`src/rtl/pc_sequencer.sv`:
```
// pc_sequencer: word-addressed program counter with a hardware return-address
// stack, conditional branch, call/return and a pipeline stall.
// PC, stack count and sticky error flags are registered; stack_empty and
// stack_full are decoded from the registered count, so no input reaches an
// output without passing through a flop.
module pc_sequencer #(
    parameter int unsigned    N            = 16,
    parameter int unsigned    DEPTH        = 4,
    parameter logic [N-1:0]   RESET_VECTOR = '0
) (
    input  logic                     clock,
    input  logic                     reset,
    input  logic                     stall,
    input  logic [2:0]               PS,
    input  logic                     cond,
    input  logic [N-1:0]             in,
    output logic [N-1:0]             PC,
    output logic [$clog2(DEPTH):0]   stack_count,
    output logic                     stack_empty,
    output logic                     stack_full,
    output logic                     overflow,
    output logic                     underflow
);

    localparam int unsigned PW = $clog2(DEPTH);
    localparam int unsigned CW = PW + 1;

    typedef enum logic [2:0] {
        OP_HOLD   = 3'b000,
        OP_INC    = 3'b001,
        OP_JUMP   = 3'b010,
        OP_BRANCH = 3'b011,
        OP_CALL   = 3'b100,
        OP_RET    = 3'b101,
        OP_CBR    = 3'b110,
        OP_RSVD   = 3'b111
    } op_e;

    op_e             op;
    logic [N-1:0]    pc_q, pc_d;
    logic [N-1:0]    pc1, rel;
    logic [CW-1:0]   cnt_q, cnt_d;
    logic            ovf_q, ovf_d;
    logic            unf_q, unf_d;
    logic            push;
    logic            full, empty;
    logic [PW-1:0]   wr_idx, top_idx;
    logic [N-1:0]    stack_q [DEPTH];

    assign op = op_e'(PS);

    // Sequential and relative targets; sums wrap modulo 2^N.
    assign pc1 = pc_q + N'(1);
    assign rel = pc1 + in;

    assign empty = (cnt_q == '0);
    assign full  = (cnt_q == CW'(DEPTH));

    // When the stack is full the low PW bits of the count wrap to 0, so the
    // top index (wr_idx - 1) still lands on DEPTH-1.
    assign wr_idx  = cnt_q[PW-1:0];
    assign top_idx = wr_idx - PW'(1);

    // Next-state decode of the PS function select; stall freezes everything.
    always_comb begin
        pc_d  = pc_q;
        cnt_d = cnt_q;
        ovf_d = ovf_q;
        unf_d = unf_q;
        push  = 1'b0;
        if (!stall) begin
            case (op)
                OP_HOLD:   pc_d = pc_q;
                OP_INC:    pc_d = pc1;
                OP_JUMP:   pc_d = in;
                OP_BRANCH: pc_d = rel;
                OP_CALL: begin
                    pc_d = in;
                    if (full) begin
                        ovf_d = 1'b1;
                    end else begin
                        push  = 1'b1;
                        cnt_d = cnt_q + CW'(1);
                    end
                end
                OP_RET: begin
                    if (empty) begin
                        pc_d  = pc1;
                        unf_d = 1'b1;
                    end else begin
                        pc_d  = stack_q[top_idx];
                        cnt_d = cnt_q - CW'(1);
                    end
                end
                OP_CBR:    pc_d = cond ? rel : pc1;
                OP_RSVD:   pc_d = pc1;
                default:   pc_d = pc1;
            endcase
        end
    end

    // PC, stack count and sticky flags; reset beats stall and PS.
    always_ff @(posedge clock) begin
        if (!reset) begin
            pc_q  <= RESET_VECTOR;
            cnt_q <= '0;
            ovf_q <= 1'b0;
            unf_q <= 1'b0;
        end else begin
            pc_q  <= pc_d;
            cnt_q <= cnt_d;
            ovf_q <= ovf_d;
            unf_q <= unf_d;
        end
    end

    // Return-address storage; contents are not reset, only the count is.
    always_ff @(posedge clock) begin
        if (reset && push) begin
            stack_q[wr_idx] <= pc1;
        end
    end

    assign PC          = pc_q;
    assign stack_count = cnt_q;
    assign stack_empty = empty;
    assign stack_full  = full;
    assign overflow    = ovf_q;
    assign underflow   = unf_q;

endmodule

```
`config.mk`:
```
export PLATFORM = sky130hd
export DESIGN_NAME = pc_sequencer
export DESIGN_NICKNAME = d
export VERILOG_FILES = /design/src/rtl/pc_sequencer.sv
export SDC_FILE = /design/constraint.sdc
export NUM_CORES = 1
export LEC_CHECK = 0
export ABC_AREA = 0
export ABC_CLOCK_PERIOD_IN_PS = 2500
export BUFFER_PORTS_ARGS = -buffer_cell sky130_fd_sc_hd__buf_4
export CAP_MARGIN = 20
export CORE_MARGIN = 8
export CORE_UTILIZATION = 30
export CTS_CLUSTER_DIAMETER = 120
export DETAILED_ROUTE_END_ITERATION = 10
export REMOVE_ABC_BUFFERS = 1
export SYNTH_ARGS = -nofsm -noshare
export SYNTH_HDL_FRONTEND = slang
export SYNTH_SLANG_ARGS = --single-unit
```
`constraint.sdc`:
```
create_clock -name clock -period 2.5 [get_ports clock]
set_input_delay 0.125 -clock clock [delete_from_list [all_inputs] [get_ports clock]]
set_output_delay 0.125 -clock clock [all_outputs]
set_load 0.005 [all_outputs]
```
==> summary.md <==
| Metric | Value |
|---|---|
| Clock Latency Late Sink | 340 ps |
| Ys async rst share | 0% |
| H-tree levels | 3 |
| Skew final | 6.46 ps |
| ANT cells | 0 |
| Most frequent cells in the layout | 140 x buf_4, 64 x edfxtp_1, 25 x a21oi_1, 24 x o21ai_0, 23 x nand2_1 |
| Leak Pwr | 2.61 nW |
| CP top delay family | compound AO/OA/AOI/OAI gates |
| Num CTS Buffers | 9 |
| Placed cell area | 5910 um2 |
| Netlist cell types | 62 |
| Synth Area per Inst | 11.9 um2 |
| Ratio of cells with drive above 1 in the final layout | 44.3% |
| Worst-path clk slew | 70 ps |
| Multi-input gate area | 2590 um2 |
| Crit path required time | 2730 ps |
| Initial antenna violation count | 0 |
| Hold crit path type | in -> reg |
| Main synth FF type | edfxtp_1 |
| Failing checks | setup timing |
| Die area | 20,100 um2 |
| Pin slew with the least headroom to its limit | 762 ps |
| Arrival time at the worst endpoint | 2840 ps |
| Gr busiest metal | met2 |
| DP HPWL | 9.98 mm |
| Final Critical Period | 2610 ps |
| Peak Freq | 383 MHz |
| Period Utilization, post-route | 104% |
| IO buf count | 45 |
| Drt first pass iters | 5 |
| Status | finished, violations left |
| IO Pins | 46 |
| Setup_tns | -325 ps |
| #FFs+latches synth | 85 |
| RSZ-0062 raised after global routing | true |
| First-pass GRT wire length | 21.5 mm |
| Final hold violation count | 0 |
| Layout Cell Area excl Fill | 6730 um2 |
| Grt total ovfl | 0 |
| Via Count | 4,019 |
| ANT nets after route | 0 |
| # setup viols final | 5 |
| Final WL | 14.1 mm |
| Slowest-stage cell, CP | dfxtp_4 |
| Critical Path Most Common Cell | buf_6 |
| Routing usage on met3 | 3.25% |
| FP Rows | 46 |
| GR met2 Demand/Resource | 23.6% |
| Max Cap Violations | 0 |
| Die Width | 142 um |
| DRC Markers | 0 |
| Vias in the first global route | 3,995 |
| Max FO, Critical Path | 4 |
| Root Driver | clkbuf_16 |
| Syn Inst Count | 400 |
| Startpoint types | flop |
| PnR worst setup slack | -111 ps |
| Initial Util | 30.3% |
| Tot GR Track Use | 13.9% |
| Kind of critical path | reg -> reg |
| P&R area growth vs syn | 41.5% |
| CP Capture Type | flop |
| CTS tree | done |
| # nets final | 592 |
| Syn. warnings | 0 |
| DIE HEIGHT | 142 um |
| Post-synth EDFFs | 64 |
| Clock Sink Count | 85 |
| Area of the mapped netlist | 4760 um2 |
| GPL Wtd Cong | 0.877 |
| Drt initial violations | 334 |
| Max-slew headroom | 49.2% |
| Largest net degree at the start of global routing | 24 |
| Worst path max stage delay | 370 ps |
| WL/cell | 18.4 um |
| Sum of buffers and inverters on the critical path | 2 |
| Core ar. | 15,700 um2 |
| Sequential cell area fraction in the yosys report | 49.2% |
| Commonest non-fill, non-tap cell in the layout | buf_4 |
| Clk buf depth | 2 |
| FILL cells | 1,405 |
| DR vias/cell | 5.26 |
| Peak supply drop | 0.299 mV |
| Power per cell area | 604 nW/um2 |
| Met1 Use GR | 16.6% |
| CP Cell Sequence | ha_4 > buf_6 > nand3_4 > xnor2_2 > ha_1 > nand2_1 > o21bai_2 > a21oi_4 > buf_6 > o21ai_0 > nor3b_2 > o221a_2 |
| Max Slew Vio Count | 0 |
| Seq. cell area | 2350 um2 |
[flip-flops by register name, indices dropped and copies added, names as in the netlist]
name,count
stack_count,3
stack_q,64
underflow,1
overflow,1
PC,16
[cell families after synthesis]
family,synth area share (%)
fa+ha+maj,7.15
xor+xnor,4.58
flops,49.2
simple gates,12.1
compound gates,16.4
buf+inv,2.66
mux,7.89
[worst register-to-register path: stages, from the launching register on]
cell	delay (ps)
dfxtp_4	370
ha_4	150
buf_6	110
nand3_4	80
xnor2_2	150
ha_1	310
nand2_1	80
o21bai_2	230
a21oi_4	280
buf_6	150
o21ai_0	140
nor3b_2	200
o221a_2	250
[Yosys cell counts (8+ instances only)]
cell type,instances,area share [%]
inv_1,10,0.79
mux4_2,12,5.7
nand3_1,18,1.9
edfxtp_1,64,40
and2_1,8,1.1
nand2_1,25,2.0
o21ai_0,28,2.9
clkbuf_1,8,0.63
dfxtp_1,21,8.8
xor2_1,9,1.7
a221oi_1,8,1.5
xnor2_1,14,2.6
a21oi_1,30,3.2
nor2_1,14,1.1
ha_1,24,6.3
[metrics by stage]
stage	utilization, %	hold slack (ps)	power, mW	instances	setup WS, ps
detailed placement	37.6	464	2.48	729	-351
global placement	37.6	452	2.46	729	-233
floorplan	-	243	2.05	384	-505
finish	42.9	139	4.06	764	-111
CTS	41.1	125	3.98	753	-74.8
global route	42.9	136	4.24	764	-182
[where the power goes]
part / switching (mW) / leakage [nW] / internal (mW) / total (mW)
Combinational: 0.510 / 1.70 / 0.511 / 1.02
Clock: 0.562 / 0.152 / 0.880 / 1.44
Sequential: 0.0317 / 0.759 / 1.57 / 1.60
Total: 1.10 / 2.61 / 2.96 / 4.06
[layer usage]
layer  vias up  wire (um)  part of all wire, %
met3        33        887                  6.3
met1      1980       5870                   42
met4         0        424                  3.0
met5         -          0                    0
li1       1854          -                    -
met2       152       6910                   49
[final timing paths]
kind	startpoint	slack [ps]	depth (start not counted)	to
max	PC[1]	-110	12	PC[12]
min	stall	140	3	underflow
max reg2reg	PC[1]	-110	12	PC[12]
min reg2reg	underflow	470	1	underflow
[what timing repair did]
item / 4_1_cts / 5_1_grt
hold buffers: 0 / 0
pin swaps: 13 / 27
setup buffers: 8 / 11
setup endpoints to repair: 9 / 10
gates resized for setup: 33 / 44
[cell type report]
cell class	count	share of cell area, %
Multi-Input combinational cell	288	38.5
Sequential cell	85	35.0
Timing Repair Buffer	148	17.1
Tap cell	216	4.01
Clock buffer	9	3.34
Clock inverter	7	1.45
Inverter	11	0.613
Note: power is estimated with default switching activity, not from simulation.
